--- src/rtl/pipe_hazard_ctrl.sv ---
// Stall, bubble and flush sequencer for the five-stage pipeline, plus ID-stage operand forwarding selects.
// Resolves load-use, taken-branch, multi-cycle divide and data-memory wait hazards.
module pipe_hazard_ctrl #(
   parameter int DIV_CYCLES = 32,
   parameter int CNT_W      = 6,
   parameter bit DELAY_SLOT = 1'b1
) (
   input  logic       clk,
   input  logic       rst,
   input  logic [4:0] d_rs,
   input  logic [4:0] d_rt,
   input  logic       d_usesrs,
   input  logic       d_usesrt,
   input  logic       d_div,
   input  logic       d_branch_taken,
   input  logic [4:0] ern,
   input  logic [4:0] mrn,
   input  logic       ewreg,
   input  logic       em2reg,
   input  logic       mwreg,
   input  logic       mm2reg,
   input  logic       mem_req,
   input  logic       mem_ack,
   output logic       pc_en,
   output logic       fd_en,
   output logic       fd_flush,
   output logic       de_en,
   output logic       de_bubble,
   output logic       em_en,
   output logic       mw_bubble,
   output logic [1:0] fwda,
   output logic [1:0] fwdb,
   output logic       busy
);

   typedef enum logic [1:0] {
      RUN     = 2'b00,
      DIV     = 2'b01,
      MEMWAIT = 2'b10
   } state_t;

   state_t           state_r;
   state_t           state_nx_s;
   state_t           eff_state_s;
   logic [CNT_W-1:0] cnt_r;
   logic [CNT_W-1:0] cnt_nx_s;
   logic             ret_div_r;
   logic             ret_div_nx_s;
   logic             memstall_s;
   logic             loaduse_s;
   logic [1:0]       fwda_s;
   logic [1:0]       fwdb_s;

   localparam logic [CNT_W-1:0] CNT_ZERO  = {CNT_W{1'b0}};
   localparam logic [CNT_W-1:0] CNT_ONE   = {{(CNT_W-1){1'b0}}, 1'b1};
   localparam logic [CNT_W-1:0] CNT_START = CNT_W'(DIV_CYCLES - 2);

   function automatic logic [1:0] fwd_sel(
      input logic [4:0] src,
      input logic [4:0] ern_v,
      input logic       ewreg_v,
      input logic       em2reg_v,
      input logic [4:0] mrn_v,
      input logic       mwreg_v,
      input logic       mm2reg_v
   );
      logic [1:0] sel;
      if (ewreg_v && !em2reg_v && (ern_v != 5'd0) && (ern_v == src)) begin
         sel = 2'b01;
      end else if (mwreg_v && !mm2reg_v && (mrn_v != 5'd0) && (mrn_v == src)) begin
         sel = 2'b10;
      end else if (mwreg_v && mm2reg_v && (mrn_v != 5'd0) && (mrn_v == src)) begin
         sel = 2'b11;
      end else begin
         sel = 2'b00;
      end
      return sel;
   endfunction

   // Hazard detection and forwarding decode
   always_comb begin
      memstall_s = mem_req && !mem_ack;
      loaduse_s  = ewreg && em2reg && (ern != 5'd0) &&
                   ((d_usesrs && (ern == d_rs)) || (d_usesrt && (ern == d_rt)));
      fwda_s     = fwd_sel(d_rs, ern, ewreg, em2reg, mrn, mwreg, mm2reg);
      fwdb_s     = fwd_sel(d_rt, ern, ewreg, em2reg, mrn, mwreg, mm2reg);
      // Once the wait clears, the state we came from decides this cycle's controls.
      if (state_r == MEMWAIT) begin
         eff_state_s = ret_div_r ? DIV : RUN;
      end else begin
         eff_state_s = state_r;
      end
   end

   // Pipeline control outputs and next-state decode
   always_comb begin
      pc_en        = 1'b1;
      fd_en        = 1'b1;
      de_en        = 1'b1;
      em_en        = 1'b1;
      fd_flush     = 1'b0;
      de_bubble    = 1'b0;
      mw_bubble    = 1'b0;
      fwda         = fwda_s;
      fwdb         = fwdb_s;
      busy         = (state_r != RUN);
      state_nx_s   = state_r;
      cnt_nx_s     = cnt_r;
      ret_div_nx_s = ret_div_r;

      if (rst) begin
         pc_en        = 1'b0;
         fd_en        = 1'b0;
         de_bubble    = 1'b1;
         mw_bubble    = 1'b1;
         fwda         = 2'b00;
         fwdb         = 2'b00;
         busy         = 1'b0;
         state_nx_s   = RUN;
         cnt_nx_s     = CNT_ZERO;
         ret_div_nx_s = 1'b0;
      end else if (memstall_s) begin
         pc_en        = 1'b0;
         fd_en        = 1'b0;
         de_en        = 1'b0;
         em_en        = 1'b0;
         mw_bubble    = 1'b1;
         state_nx_s   = MEMWAIT;
         ret_div_nx_s = (state_r == DIV) || ((state_r == MEMWAIT) && ret_div_r);
      end else begin
         ret_div_nx_s = 1'b0;
         case (eff_state_s)
            RUN: begin
               if (d_div) begin
                  pc_en      = 1'b0;
                  fd_en      = 1'b0;
                  de_bubble  = 1'b1;
                  cnt_nx_s   = CNT_START;
                  state_nx_s = DIV;
               end else if (loaduse_s) begin
                  pc_en      = 1'b0;
                  fd_en      = 1'b0;
                  de_bubble  = 1'b1;
                  state_nx_s = RUN;
               end else if (d_branch_taken && (DELAY_SLOT == 1'b0)) begin
                  fd_flush   = 1'b1;
                  state_nx_s = RUN;
               end else begin
                  state_nx_s = RUN;
               end
            end
            DIV: begin
               if (cnt_r != CNT_ZERO) begin
                  pc_en      = 1'b0;
                  fd_en      = 1'b0;
                  de_bubble  = 1'b1;
                  cnt_nx_s   = cnt_r - CNT_ONE;
                  state_nx_s = DIV;
               end else begin
                  state_nx_s = RUN;
               end
            end
            default: begin
               state_nx_s = RUN;
            end
         endcase
      end
   end

   // State, divide counter and return flag registers
   always_ff @(posedge clk) begin
      if (rst) begin
         state_r   <= RUN;
         cnt_r     <= CNT_ZERO;
         ret_div_r <= 1'b0;
      end else begin
         state_r   <= state_nx_s;
         cnt_r     <= cnt_nx_s;
         ret_div_r <= ret_div_nx_s;
      end
   end

endmodule

--- config.mk ---
export PLATFORM = sky130hd
export DESIGN_NAME = pipe_hazard_ctrl
export DESIGN_NICKNAME = d
export VERILOG_FILES = /design/src/rtl/pipe_hazard_ctrl.sv
export SDC_FILE = /design/constraint.sdc
export NUM_CORES = 1
export LEC_CHECK = 0
export ABC_CLOCK_PERIOD_IN_PS = 2029
export CORE_ASPECT_RATIO = 0.6
export CORE_MARGIN = 2
export CORE_UTILIZATION = 40
export CTS_CLUSTER_SIZE = 28
export DETAILED_ROUTE_END_ITERATION = 10
export GPL_ROUTABILITY_DRIVEN = 0
export HOLD_SLACK_MARGIN = 0.08
export PLACE_DENSITY = 0.89
export SYNTH_ARGS = -nofsm -noshare
export SYNTH_HDL_FRONTEND = slang
export SYNTH_SLANG_ARGS = --single-unit
--- constraint.sdc ---
create_clock -name clk -period 2.03 [get_ports clk]
set_input_delay 0.3045 -clock clk [delete_from_list [all_inputs] [get_ports clk]]
set_output_delay 0.3045 -clock clk [all_outputs]
set_load 0.005 [all_outputs]
Word-level counts from Yosys, hierarchy flattened
Cells that the tools add are included.
Widths: inputs -> output; s select.
- bitwise operators: 1
- multiplexer cells: 34
- add/subtract/negate cells: 1
- equality and inequality tests: 9
- reductions and logical operators: 33
- operators with widths (kind ; count):
    $eq 5x5->1 ; 4
    $mux 2 ; 10
    $logic_and 1x1->1 ; 19
    $mux 1 ; 18
    $mux 6 ; 2
    $pmux 6 s2 ; 1
    $reduce_bool 5->1 ; 2
    $reduce_bool 6->1 ; 1
    $sub 6x1->6 const B ; 1
    $eq 2x1->1 const B ; 2
    $ne 2x2->1 const B ; 2
    $pmux 1 s2 ; 2
    $pmux 2 s2 ; 1
    $reduce_and 4->1 ; 1
    $reduce_bool 2->1 ; 2
    $reduce_or 2->1 ; 2
    $logic_not 1->1 ; 3
    $eq 2x2->1 const B ; 1
    $logic_not 2->1 ; 1
    $logic_or 1x1->1 ; 2
    $not 1->1 ; 1
- logic and storage cells: 82
- bits of input ports: 32
- bits in registers: 9

Longest topological paths before layout
Gate-level depths: netlist (run 1).
- word-level depth: 9
- mapped depth: 8

Worst setup path after synthesis (run 1)
Ideal clock, no wire load.
- path type: flip-flop to output port
- start: register cnt_r[2]
- end: output port pc_en
- buffers on the path: 1
- cell stages (with the launch flop): 7
- required time: 1725 ps
- arrival: 1582 ps
- slack: 143 ps
- path through: dfxtp_1 -> or3_4 -> a2111o_1 -> nand2_1 -> nand2b_1 -> a41oi_1 -> buf_4
- longest elaborated chain between the ends: 5
- ends and longest elaborated chain (element ; line ; source):
    from (decl) ; 45 ; logic [CNT_W-1:0] cnt_r;
    from (signal assigned) ; 178 ; cnt_r <= cnt_nx_s;
    $reduce_bool 6->1 ; 153 ; if (cnt_r != CNT_ZERO) begin
    $mux 1 ; -- ;
    $pmux 1 s2 ; -- ;
    $mux 1 (2 in a row) ; -- ;
    to (decl) ; 24 ; output logic pc_en,
No other way between the ends.

Worst setup path after layout (run 1)
- start: register cnt_r[4]
- end: output port de_bubble
- longest elaborated chain between the ends: 5
- ends and longest elaborated chain (element ; line ; source):
    $reduce_bool 6->1 ; 153 ;
    $mux 1 ; 153 ;
    $pmux 1 s2 ; 132 ; case (eff_state_s)
    $mux 1 ; 122 ; end else if (memstall_s) begin
    $mux 1 ; 111 ; if (rst) begin
    to (decl) ; 28 ; output logic de_bubble,
No other way between the ends.

==> results.txt, run 1 <==
CTS max path bufs: 2
Synth Register Bits: 9
Final period util: 110%
Post-synth ARST share: 0%
setup violators final: 7
die height: 41.0 um
Post-Place Cell Area: 0.00160 mm2
status: complete, but fails checks
final non-filler cell area: 0.00184 mm2
Mapped Area: 911 um2
failing checks: negative setup slack
CP endpoint kind: output port
Detailed Place HPWL: 3190 um
row count: 13
Highest Clock Rate: 448 MHz
CP Max Fanout: 3
class of the worst hold path: flop to flop
drt wl/cell: 23.1 um
Gate Count Post-Synth: 121
Primary FF master, synth: dfxtp_1
final core area utilization: 84.8%
initial antenna violation count: 0
# diodes: 0
Worst Setup SP: cnt_r[4]
Starting Density: 42.1%
WP data arrival: 1930 ps
vias per std cell: 6.40
Root Buffer: clkbuf_8
# port buffers: 41
synth warn: 0
clk slew on worst S/H paths: 40 ps
max cap viols: 0
clock buffer count from CTS: 3
core region area: 0.00216 mm2
Die Wd: 65.6 um
io pins: 44
Post-synth EDFFs: 0
first-pass GRT wire length: 7090 um
CTS tree: yes
First-pass DRT Iterations: 5
clock sink count: 9
gr usage total: 38.7%
number of global-route vias before repair: 1353
pre-CTS WS: -706 ps
Synth Net Count: 155
library cells used by synthesis: 40
hold wc startpoint: cnt_r[2]
synthesized area per cell: 7.53 um2
Worst setup SP type: flop
RSZ-0062 raised after global routing: yes
final non-filler cell total: 244
Routed Wire Length: 5640 um
nets@finish: 249
post-route DRC violation count: 0
largest net degree at the start of global routing: 14
Max IR drop VDD: 0.335 mV
Clock Skews: 7.10 ps
Tmin final: 2230 ps
Data required, critical path: 1730 ps
placed cells: 223
Leak: 0.809 nW
Hold Vio Cnt, Final: 0
via count: 1561
quantity of hold-fixing buffers added after cts: 0
Power Dens Cells: 529 mW/mm2
Syn-to-layout area delta: 102%
post-route setup slack: -205 ps
number of DRC markers in iteration 0: 267
FF-to-FF Start: state_r[0]
Detail Route Antenna Nets: 0
H-Tree Depth: 1
post-synthesis sequential area ratio: 19.8%
share of layout cells above drive strength 1: 48.6%
Hold Worst Slack: 616 ps
Slew Limit Fails: 0
setup TNS: -854 ps
Final Power: 0.971 mW
die area: 0.00269 mm2
Worst-Skew Late Latency: 240 ps
Crit Path Category: flop to output port
total grt overflow: 0
==> where the power goes <==
part / switching, mW / internal, mW
combinational: 0.268 / 0.271
sequential: 0.0170 / 0.199
clock: 0.0777 / 0.137
total: 0.363 / 0.608
==> cells in the final DEF (no fill, tap or decap), drive strengths merged, types with 3 or more instances in the layout <==
cell and count:
buf 61, nor3 6, a21oi 4, inv 8, dlygate4sd2 15, clkdlybuf4s50 11, or3 4, nand3 8
xor2 8, xnor2 13, o21ai 6, nand2b 3, clkbuf 9, nand2 5, nor2 12, dfxtp 9
==> synth_stat cells, types with 2 or more instances <==
master    count  area [um2]
xnor2_1      13         114
nor2_1       12        45.0
dfxtp_1       9         180
inv_1         8        30.0
xor2_1        8        70.1
nand3_1       7        35.0
o21ai_0       6        30.0
nand2_1       5        18.8
nor3_1        5        25.0
a21oi_1       4        20.0
buf_4         3        22.5
nand2b_1      3        18.8
or3_1         3        18.8
a32oi_1       2        17.5
and3_1        2        12.5
clkbuf_1      2        7.51
ha_1          2        25.0
nand3b_1      2        15.0
nor2b_1       2        12.5
nor4_1        2        12.5
or4_1         2        15.0
==> worst max-delay path, stage by stage, from the launching register on <==
cell	delay, ps
dfxtp_2	320
or3_4	410
a2111o_1	360
nand3_2	130
inv_2	40
a311o_1	290
buf_2	150
==> flip-flops by register name (all words and copies together), names as in the netlist <==
name       flops
ret_div_r      1
state_r        2
cnt_r          6
==> timing repair <==
item,4_1_cts,5_1_grt
cloned,0,0
setup endpoints to repair,9,9
resized for setup,81,25
pin swaps,20,16
buffers inserted,13,5
==> cell families after synthesis <==
logic type               synth area share (%)
flip-flops                               19.8
XOR/XNOR                                 20.2
buffers and inverters                    6.59
other                                   0.412
AO/OA/AOI/OAI                            19.6
multiplexers                             1.24
adder cells (fa/ha/maj)                  2.75
AND/OR/NAND/NOR                          29.4
==> metal layers <==
layer,up-vias,track usage [%],wire [um]
li1,628,-,-
met1,700,43.3,2030
met2,168,69.4,2360
met3,65,12.9,745
met4,0,19.8,496
met5,-,0,0
==> worst paths after layout <==
path | end | slack [ps] | cells past startpoint
worst max-delay path | de_bubble | -200 | 6
worst min-delay path | cnt_r[2] | 620 | 2
worst max register to register | cnt_r[3] | -160 | 11
worst min register to register | cnt_r[2] | 620 | 2
==> final cells by class <==
type / count / area, um2
sequential: 9 / 185
inverter: 8 / 30.0
tap: 30 / 37.5
clock buffer: 4 / 45.0
multi-input combinational: 99 / 800
timing repair buffer: 94 / 738
fill: 109 / 328
Note: power is estimated with default switching activity, not from simulation.
==> run 2, diff against run 1 <==
--- a/config.mk
+++ b/config.mk
@@ -9,10 +9,10 @@
 export CORE_ASPECT_RATIO = 0.6
 export CORE_MARGIN = 2
 export CORE_UTILIZATION = 40
+export CTS_CLUSTER_DIAMETER = 40
 export CTS_CLUSTER_SIZE = 28
 export DETAILED_ROUTE_END_ITERATION = 10
 export GPL_ROUTABILITY_DRIVEN = 0
-export HOLD_SLACK_MARGIN = 0.08
 export PLACE_DENSITY = 0.89
 export SYNTH_ARGS = -nofsm -noshare
 export SYNTH_HDL_FRONTEND = slang
==> results of run 2 <==
No change in the layout: final DEF, timing and power equal those of run 1.
